[src/rtl/instr_mem_loader.sv]
// instr_mem_loader: packs a LEN/words/CHK byte stream into 16-bit instruction memory writes
module instr_mem_loader #(
    parameter int                ADDR_W    = 8,
    parameter logic [ADDR_W-1:0] BASE_ADDR = '0
) (
    input  logic              clk,
    input  logic              reset,
    input  logic              start,
    input  logic [7:0]        in_data,
    input  logic              in_valid,
    output logic              in_ready,
    output logic              mem_we,
    output logic [ADDR_W-1:0] mem_addr,
    output logic [15:0]       mem_wdata,
    output logic              core_hold,
    output logic              busy,
    output logic              load_done,
    output logic              chk_err,
    output logic [7:0]        words_loaded
);
    typedef enum logic [2:0] {IDLE, LEN, HI, LO, WR, CHK} state_t;
    state_t     state, nxt;
    logic [7:0] idx, count, xsum, hi;
    logic       acc;
    assign acc = in_valid && in_ready;
    // next state; in_ready is a registered decode of state, so acc needs no state qualifier
    always_comb begin
        nxt = state == IDLE ? (start ? LEN : IDLE)
            : state == LEN  ? (acc ? (in_data == 8'd0 ? CHK : HI) : LEN)
            : state == HI   ? (acc ? LO : HI)
            : state == LO   ? (acc ? WR : LO)
            : state == WR   ? (idx + 8'd1 == count ? CHK : HI)
            : state == CHK  ? (acc ? IDLE : CHK)
            : IDLE;
    end
    // state, registered handshake/status outputs and datapath
    always_ff @(posedge clk or negedge reset) begin
        if (!reset) begin
            state        <= IDLE;
            in_ready     <= 1'b0;
            mem_we       <= 1'b0;
            mem_addr     <= '0;
            mem_wdata    <= '0;
            core_hold    <= 1'b0;
            busy         <= 1'b0;
            load_done    <= 1'b0;
            chk_err      <= 1'b0;
            words_loaded <= '0;
            idx          <= '0;
            count        <= '0;
            xsum         <= '0;
            hi           <= '0;
        end else begin
            state     <= nxt;
            in_ready  <= nxt == LEN || nxt == HI || nxt == LO || nxt == CHK;
            mem_we    <= nxt == WR;
            busy      <= nxt != IDLE;
            core_hold <= nxt != IDLE;
            if (state == IDLE && start) begin
                idx          <= '0;
                xsum         <= '0;
                words_loaded <= '0;
                load_done    <= 1'b0;
                chk_err      <= 1'b0;
            end
            if (state == LEN && acc)
                count <= in_data;
            if (state == HI && acc) begin
                hi   <= in_data;
                xsum <= xsum ^ in_data;
            end
            // address and word are captured on the low-byte accept so they are valid throughout WR
            if (state == LO && acc) begin
                xsum      <= xsum ^ in_data;
                mem_wdata <= {hi, in_data};
                mem_addr  <= BASE_ADDR + ADDR_W'(idx);
            end
            if (state == WR) begin
                idx          <= idx + 8'd1;
                words_loaded <= words_loaded + 8'd1;
            end
            if (state == CHK && acc) begin
                chk_err   <= in_data != xsum;
                load_done <= 1'b1;
            end
        end
    end
endmodule

[config.mk]
export PLATFORM = sky130hd
export DESIGN_NAME = instr_mem_loader
export DESIGN_NICKNAME = d
export VERILOG_FILES = /design/src/rtl/instr_mem_loader.sv
export SDC_FILE = /design/constraint.sdc
export NUM_CORES = 1
export LEC_CHECK = 0
export CAP_MARGIN = 20
export CORE_ASPECT_RATIO = 0.9
export CORE_UTILIZATION = 25
export CTS_CLUSTER_DIAMETER = 60
export CTS_CLUSTER_SIZE = 25
export DETAILED_ROUTE_END_ITERATION = 8
export PLACE_DENSITY = 0.54
export SETUP_SLACK_MARGIN = 0.15
export SLEW_MARGIN = 20
export SYNTH_ARGS = -nofsm -noshare
export SYNTH_HDL_FRONTEND = slang
export SYNTH_SLANG_ARGS = --single-unit
export TNS_END_PERCENT = 100
[constraint.sdc]
create_clock -name clk -period 2.9 [get_ports clk]
set_clock_uncertainty 0.15 [all_clocks]
set_input_delay 0.29 -clock clk [delete_from_list [all_inputs] [get_ports clk]]
set_output_delay 0.29 -clock clk [all_outputs]
set_load 0.02 [all_outputs]
==> impl_metrics.env, run 1 <==
export IMPL_outcome="completed"
export IMPL_grt_util_all_layers_pct=12.9
export IMPL_cts_sinks=72
export IMPL_synth_edf_count=0
export IMPL_r2r_slack_ns=0.42
export IMPL_fmax_mhz=403
export IMPL_routed_top_layer="met4"
export IMPL_root_buffer="clkbuf_16"
export IMPL_insertion_delay_ns=0.34
export IMPL_dr_wl_met2_um=3460
export IMPL_post_route_util_pct=33.8
export IMPL_wl_per_cell_um=15.1
export IMPL_cpMaxStageDelayCell="dfrtp_1"
export IMPL_row_count=39
export IMPL_ctsHtreeMaxLevel=3
export IMPL_first_pass_iters=4
export IMPL_cp_required_ns=2.96
export IMPL_synth_ff_type="dfrtp_1"
export IMPL_p_leak_nw=1.80
export IMPL_drive_gt1_share_pct=17.7
export IMPL_cp_top_family="simple AND/OR/NAND/NOR gates"
export IMPL_route_antenna_remaining_nets=0
export IMPL_hpwl_um=5290
export IMPL_instances_no_fill=520
export IMPL_wl_met1_um=3820
export IMPL_start_util_pct=25.7
export IMPL_cap_violations=0
export IMPL_cts_buffer_depth=2
export IMPL_dr_first_iter_drc_count=103
export IMPL_totalWireLength_um=7830
export IMPL_grt_start_max_net_pins=49
export IMPL_ys_seq_area_share_pct=55.1
export IMPL_met3_length_um=439
export IMPL_worstSetupPathType="reg2reg"
export IMPL_core_um2=12700
export IMPL_clkTransAtPathRegs_ns=0.06
export IMPL_powerDensity_nw_per_um2=1030
export IMPL_synthArstFlopShare_pct=100
export IMPL_finalSetupViolCount=0
export IMPL_syn_cell_area_um2=3270
export IMPL_totalPowerFinal_w=0.00445
export IMPL_ys_seq_elements=72
export IMPL_hold_depth=1
export IMPL_grt_setup_unrepaired="no"
export IMPL_drc_errors=0
export IMPL_worst_slew_pin_slew_ns=0.699
export IMPL_vias=2423
export IMPL_yosysWarnings=0
export IMPL_syn_nets=307
export IMPL_vias_per_cell=4.66
export IMPL_slew_headroom_pct=53.1
export IMPL_io_pin_count=50
export IMPL_crit_path_end_kind="register"
export IMPL_period_share_pct=85.5
export IMPL_syn_inst=293
export IMPL_die_area_um2=13500
export IMPL_die_y_um=111
export IMPL_critPathBufInv=0
export IMPL_period_needed_ns=2.48
export IMPL_cp_max_fo=7
export IMPL_crit_path_start_kind="register"
export IMPL_grt_pass1_vias=2455
export IMPL_fin_setup_tns_ns=0
export IMPL_portBuffers=49
export IMPL_crit_path_cell_trace="ha_1, nor2b_1, or3_1, a31oi_1, nand4b_1, o21a_1, or3b_1"
export IMPL_placed_cells=503
export IMPL_area_growth_pct=31.5
export IMPL_finalHoldViolations=0
export IMPL_final_nets=365
export IMPL_reg2reg_depth=7
export IMPL_grt_antenna_before_repair=0
export IMPL_cts_tree="built"
export IMPL_cts_buffers=9
export IMPL_irDropWorstVdd_uv=546
export IMPL_finalMaxSlewViolations=0
export IMPL_hold_path_class="reg2reg"
export IMPL_crit_arrival_ns=2.54
export IMPL_diodes=0
export IMPL_dpl_worst_slack_ns=0.443
export IMPL_cpPeakStageDelay_ns=0.45
export IMPL_gp_congestion=0.770
export IMPL_avgSynthCellArea_um2=11.2
export IMPL_yosysUniqueCellTypes=43
export IMPL_grt_overflow=0
export IMPL_path_depth=7
export IMPL_die_x_um=123
export IMPL_finalWorstSetupSlack_ns=0.420
export IMPL_grt_pass1_wl_um=13100
[cell usage in the layout (no fill, tap or decap), drive strengths merged, types with 2 or more instances in the layout]
master and n:
ha 2, xnor2 18, o22ai 2, nand4 6
and2 3, nor2b 2, nor2 20, clkinv 2
a21oi 5, dfrtp 72, clkinvlp 2, buf 10
and3 5, nand2 30, xor2 2, nor4 3
clkbuf 11, o31ai 3, nor3 3, clkdlybuf4s50 48
mux2 40, and4 2, o21ai 38, nand3 8
[registers in the layout (all words and copies together) (netlist names)]
register	cells
chk_err	1
hi	8
mem_addr	8
words_loaded	8
count	8
mem_we	1
idx	8
busy	1
mem_wdata	16
load_done	1
in_ready	1
state	3
xsum	8
[per-layer routing]
metal,vias up,GRT usage [%]
li1,1158,-
met1,1195,17.9
met2,58,18.4
met3,12,4.39
met4,0,4.88
met5,-,0
[cells by family after synthesis]
family / count (synthesis) / synth area share [%]
adders and majority gates: 2 / 0.765
buffers and inverters: 13 / 1.84
AOI/OAI and AO/OA: 56 / 9.60
muxes: 40 / 13.8
DFF: 72 / 55.1
and+or+nand+nor: 90 / 13.6
xor gates and xnor gates: 20 / 5.35
[cell usage after synthesis (all sizes together) (2+ instances only)]
master	number	area share, %
nand3	8	1.2
nor2b	2	0.38
nor2	20	2.3
xnor2	18	4.8
ha	2	0.76
clkbuf	5	0.57
nor3	3	0.61
and2	3	0.57
nand2	30	3.4
buf	7	1.1
nand4	6	1.1
a21oi	5	0.76
and4	2	0.54
xor2	2	0.54
o31ai	3	0.69
mux2	40	14
dfrtp	72	55
and3	5	0.96
o21ai	38	5.8
nor4	3	0.57
o22ai	2	0.38
[what timing repair did]
action | CTS | global route
setup buffers | 0 | 0
hold buffers | 1 | 0
endpoints found under the hold margin | 24 | 0
gates resized for setup | 0 | 0
setup endpoints to repair | 0 | 0
[worst paths after layout]
path	startpoint	to
max	idx[0]	busy
min	hi[4]	mem_wdata[12]
max reg2reg	idx[0]	busy
min reg2reg	hi[4]	mem_wdata[12]
max in group asynchronous	reset	mem_addr[1]
min in group asynchronous	reset	mem_wdata[15]
[stage by stage]
step	hold slack, ns	area (um2)
after detailed placement	0.174	3990
after global placement	0.170	3990
final	0.334	4300
after global routing	0.359	4300
after floorplan	-0.156	3270
after CTS	0.338	4300
[area by class of cell]
type                    count  area, um2
repair buffers             59        576
inverters                   1       3.75
multi-input cells         208       1410
flip-flops and latches     72       1800
well taps                 164        205
fillers                  1291       8430
clock buffers              11        253
clock inverters             5       55.1
[power by group]
part           internal [W]  switching, W  leakage, nW  total, W
Clock              0.000709      0.000429        0.148   0.00114
Sequential          0.00139      0.000321        0.918   0.00171
Combinational      0.000837      0.000768        0.733   0.00160
Total               0.00293       0.00152         1.80   0.00445
No activity file was read; power rests on OpenSTA's default activity.
==> inputs of run 2 (changes only) <==
Settings changed: GPL_TIMING_DRIVEN from default to 0.
==> impl_metrics.env, run 2 (synthesis results as in run 1) <==
export IMPL_outcome="completed"
export IMPL_cpMaxStageDelayCell="dfrtp_1"
export IMPL_fillCellCount=1287
export IMPL_finalWorstSetupSlack_ns=0.406
export IMPL_route_antenna_remaining_nets=0
export IMPL_grt_setup_unrepaired="no"
export IMPL_ctsHtreeMaxLevel=3
export IMPL_totalPowerFinal_w=0.00453
export IMPL_core_um2=12700
export IMPL_die_y_um=111
export IMPL_cp_required_ns=2.96
export IMPL_crit_path_start_kind="register"
export IMPL_area_growth_pct=32.3
export IMPL_die_x_um=123
export IMPL_dr_first_iter_drc_count=137
export IMPL_holdWs_ns=0.312
export IMPL_root_buffer="clkbuf_16"
export IMPL_cp_top_family="simple AND/OR/NAND/NOR gates"
export IMPL_timing_rr_start="idx[0]"
export IMPL_cts_sinks=72
export IMPL_slew_headroom_pct=53.6
export IMPL_worstSetupPathType="reg2reg"
export IMPL_cap_violations=0
export IMPL_cts_setup_buffers=0
export IMPL_grt_overflow=0
export IMPL_grt_antenna_before_repair=0
export IMPL_r2r_end="busy"
export IMPL_die_area_um2=13500
export IMPL_crit_path_end_kind="register"
export IMPL_grt_util_all_layers_pct=12.8
export IMPL_top_register="mem_wdata"
export IMPL_cts_tree="built"
export IMPL_finalSetupViolCount=0
export IMPL_vias=2435
export IMPL_cts_buffer_depth=2
export IMPL_period_needed_ns=2.49
export IMPL_crit_path_cell_trace="ha_1, nor2b_1, or3_1, a31oi_1, nand4b_1, o21a_1, or3b_1"
export IMPL_r2r_slack_ns=0.41
export IMPL_gp_congestion=0.782
export IMPL_critPathBufInv=0
export IMPL_insertion_delay_ns=0.33
export IMPL_hpwl_um=5260
export IMPL_period_share_pct=86.0
export IMPL_first_pass_iters=4
export IMPL_clkTransAtPathRegs_ns=0.06
export IMPL_worst_slew_pin_slew_ns=0.694
export IMPL_drc_errors=0
export IMPL_layout_commonest_cell="dfrtp_1"
export IMPL_wl_per_cell_um=14.7
export IMPL_dpl_cell_area_um2=3990
export IMPL_grt_pass1_wl_um=13100
export IMPL_diodes=0
export IMPL_grt_start_max_net_pins=39
export IMPL_totalWireLength_um=7680
export IMPL_drive_gt1_share_pct=16.7
export IMPL_p_leak_nw=1.81
export IMPL_grt_pass1_vias=2551
export IMPL_dpl_worst_slack_ns=0.168
export IMPL_io_pin_count=50
export IMPL_fmax_mhz=401
export IMPL_largest_reg_flops=16
export IMPL_hold_path_class="in2async"
export IMPL_cp_max_fo=7
export IMPL_cpPeakStageDelay_ns=0.46
export IMPL_cts_buffers=9
export IMPL_powerDensity_nw_per_um2=1050
export IMPL_irDropWorstVdd_uv=483
export IMPL_reg2reg_depth=7
export IMPL_layout_common_cells="dfrtp_1, clkdlybuf4s50_1, o21ai_0"
export IMPL_crit_arrival_ns=2.56
export IMPL_final_nets=369
export IMPL_row_count=39
export IMPL_finalMaxSlewViolations=0
export IMPL_final_cell_area_um2=4330
export IMPL_portBuffers=49
export IMPL_finalHoldViolations=0
export IMPL_start_util_pct=25.7
export IMPL_vias_per_cell=4.65
-- run 2: cell types whose count changed in the layout (fill, tap and decap cells not counted) --
| cell | change |
|---|---|
| buf_4 | -6 |
| clkinvlp_4 | -2 |
| bufinv_16 | +1 |
| clkbuf_8 | +1 |
| buf_2 | +5 |
| clkinv_2 | -2 |
| clkbuf_1 | +7 |
-- run 2: repair_timing --
item | CTS | global route
resized for setup | 0 | 0
hold endpoints to repair | 37 | 0
hold buffers | 1 | 0
-- run 2: final cells by class --
| class | instances | area (um2) | share of cell area [%] |
|---|---|---|---|
| plain buffers | 12 | 56.3 | 1.30 |
| multi-input cells | 208 | 1410 | 32.6 |
| well taps | 164 | 205 | 4.74 |
| repair buffers | 51 | 518 | 12.0 |
| clock buffers | 14 | 274 | 6.33 |
| flip-flops and latches | 72 | 1800 | 41.6 |
| inverters | 1 | 3.75 | 0.0867 |
| clock inverters | 2 | 60.1 | 1.39 |
-- run 2: routing by layer --
metal	vias up	track usage, %	wire length (um)
met5	-	0	0
met4	0	4.39	78
met3	7	4.65	444
met2	55	18.9	3470
met1	1206	17.0	3690
li1	1167	-	-
-- run 2: worst max-delay path by stage --
stage | from | depth (start not counted) | endpoint
finish | idx[0] | 7 | busy
global route | idx[0] | 7 | busy
CTS | idx[0] | 7 | busy
detailed placement | in_valid | 6 | hi[4]
global placement | reset | 1 | mem_addr[5]
floorplan | idx[0] | 7 | busy
-- run 2: worst reg2reg max path: stages (launching register included) --
cell	delay, ns
dfrtp_1	0.46
ha_1	0.32
nor2b_1	0.16
or3_1	0.34
a31oi_1	0.18
nand4b_1	0.18
o21a_1	0.25
or3b_1	0.35
-- run 2: report_power, final --
part / internal (W) / switching (W)
Sequential: 0.00139 / 0.000253
Clock: 0.000824 / 0.000396
Combinational: 0.000845 / 0.000827
Total: 0.00306 / 0.00148
-- run 2: per-stage QoR --
| stage | setup TNS [ns] | util (%) | std cells |
|---|---|---|---|
| 2_1_floorplan | 0 | - | 293 |
| 3_3_place_gp | -78.77 | 31.2 | 506 |
| 3_5_place_dp | 0 | 31.3 | 507 |
| 4_1_cts | 0 | 34.0 | 524 |
| 5_1_grt | 0 | 34.0 | 524 |
| 6_report | 0 | 34.0 | 524 |
==> inputs of run 3 (changes only) <==
Settings changed: SKIP_CTS_REPAIR_TIMING from default to 1.
==> results of run 3 <==
No change in the layout: final DEF, timing and power equal those of run 2.
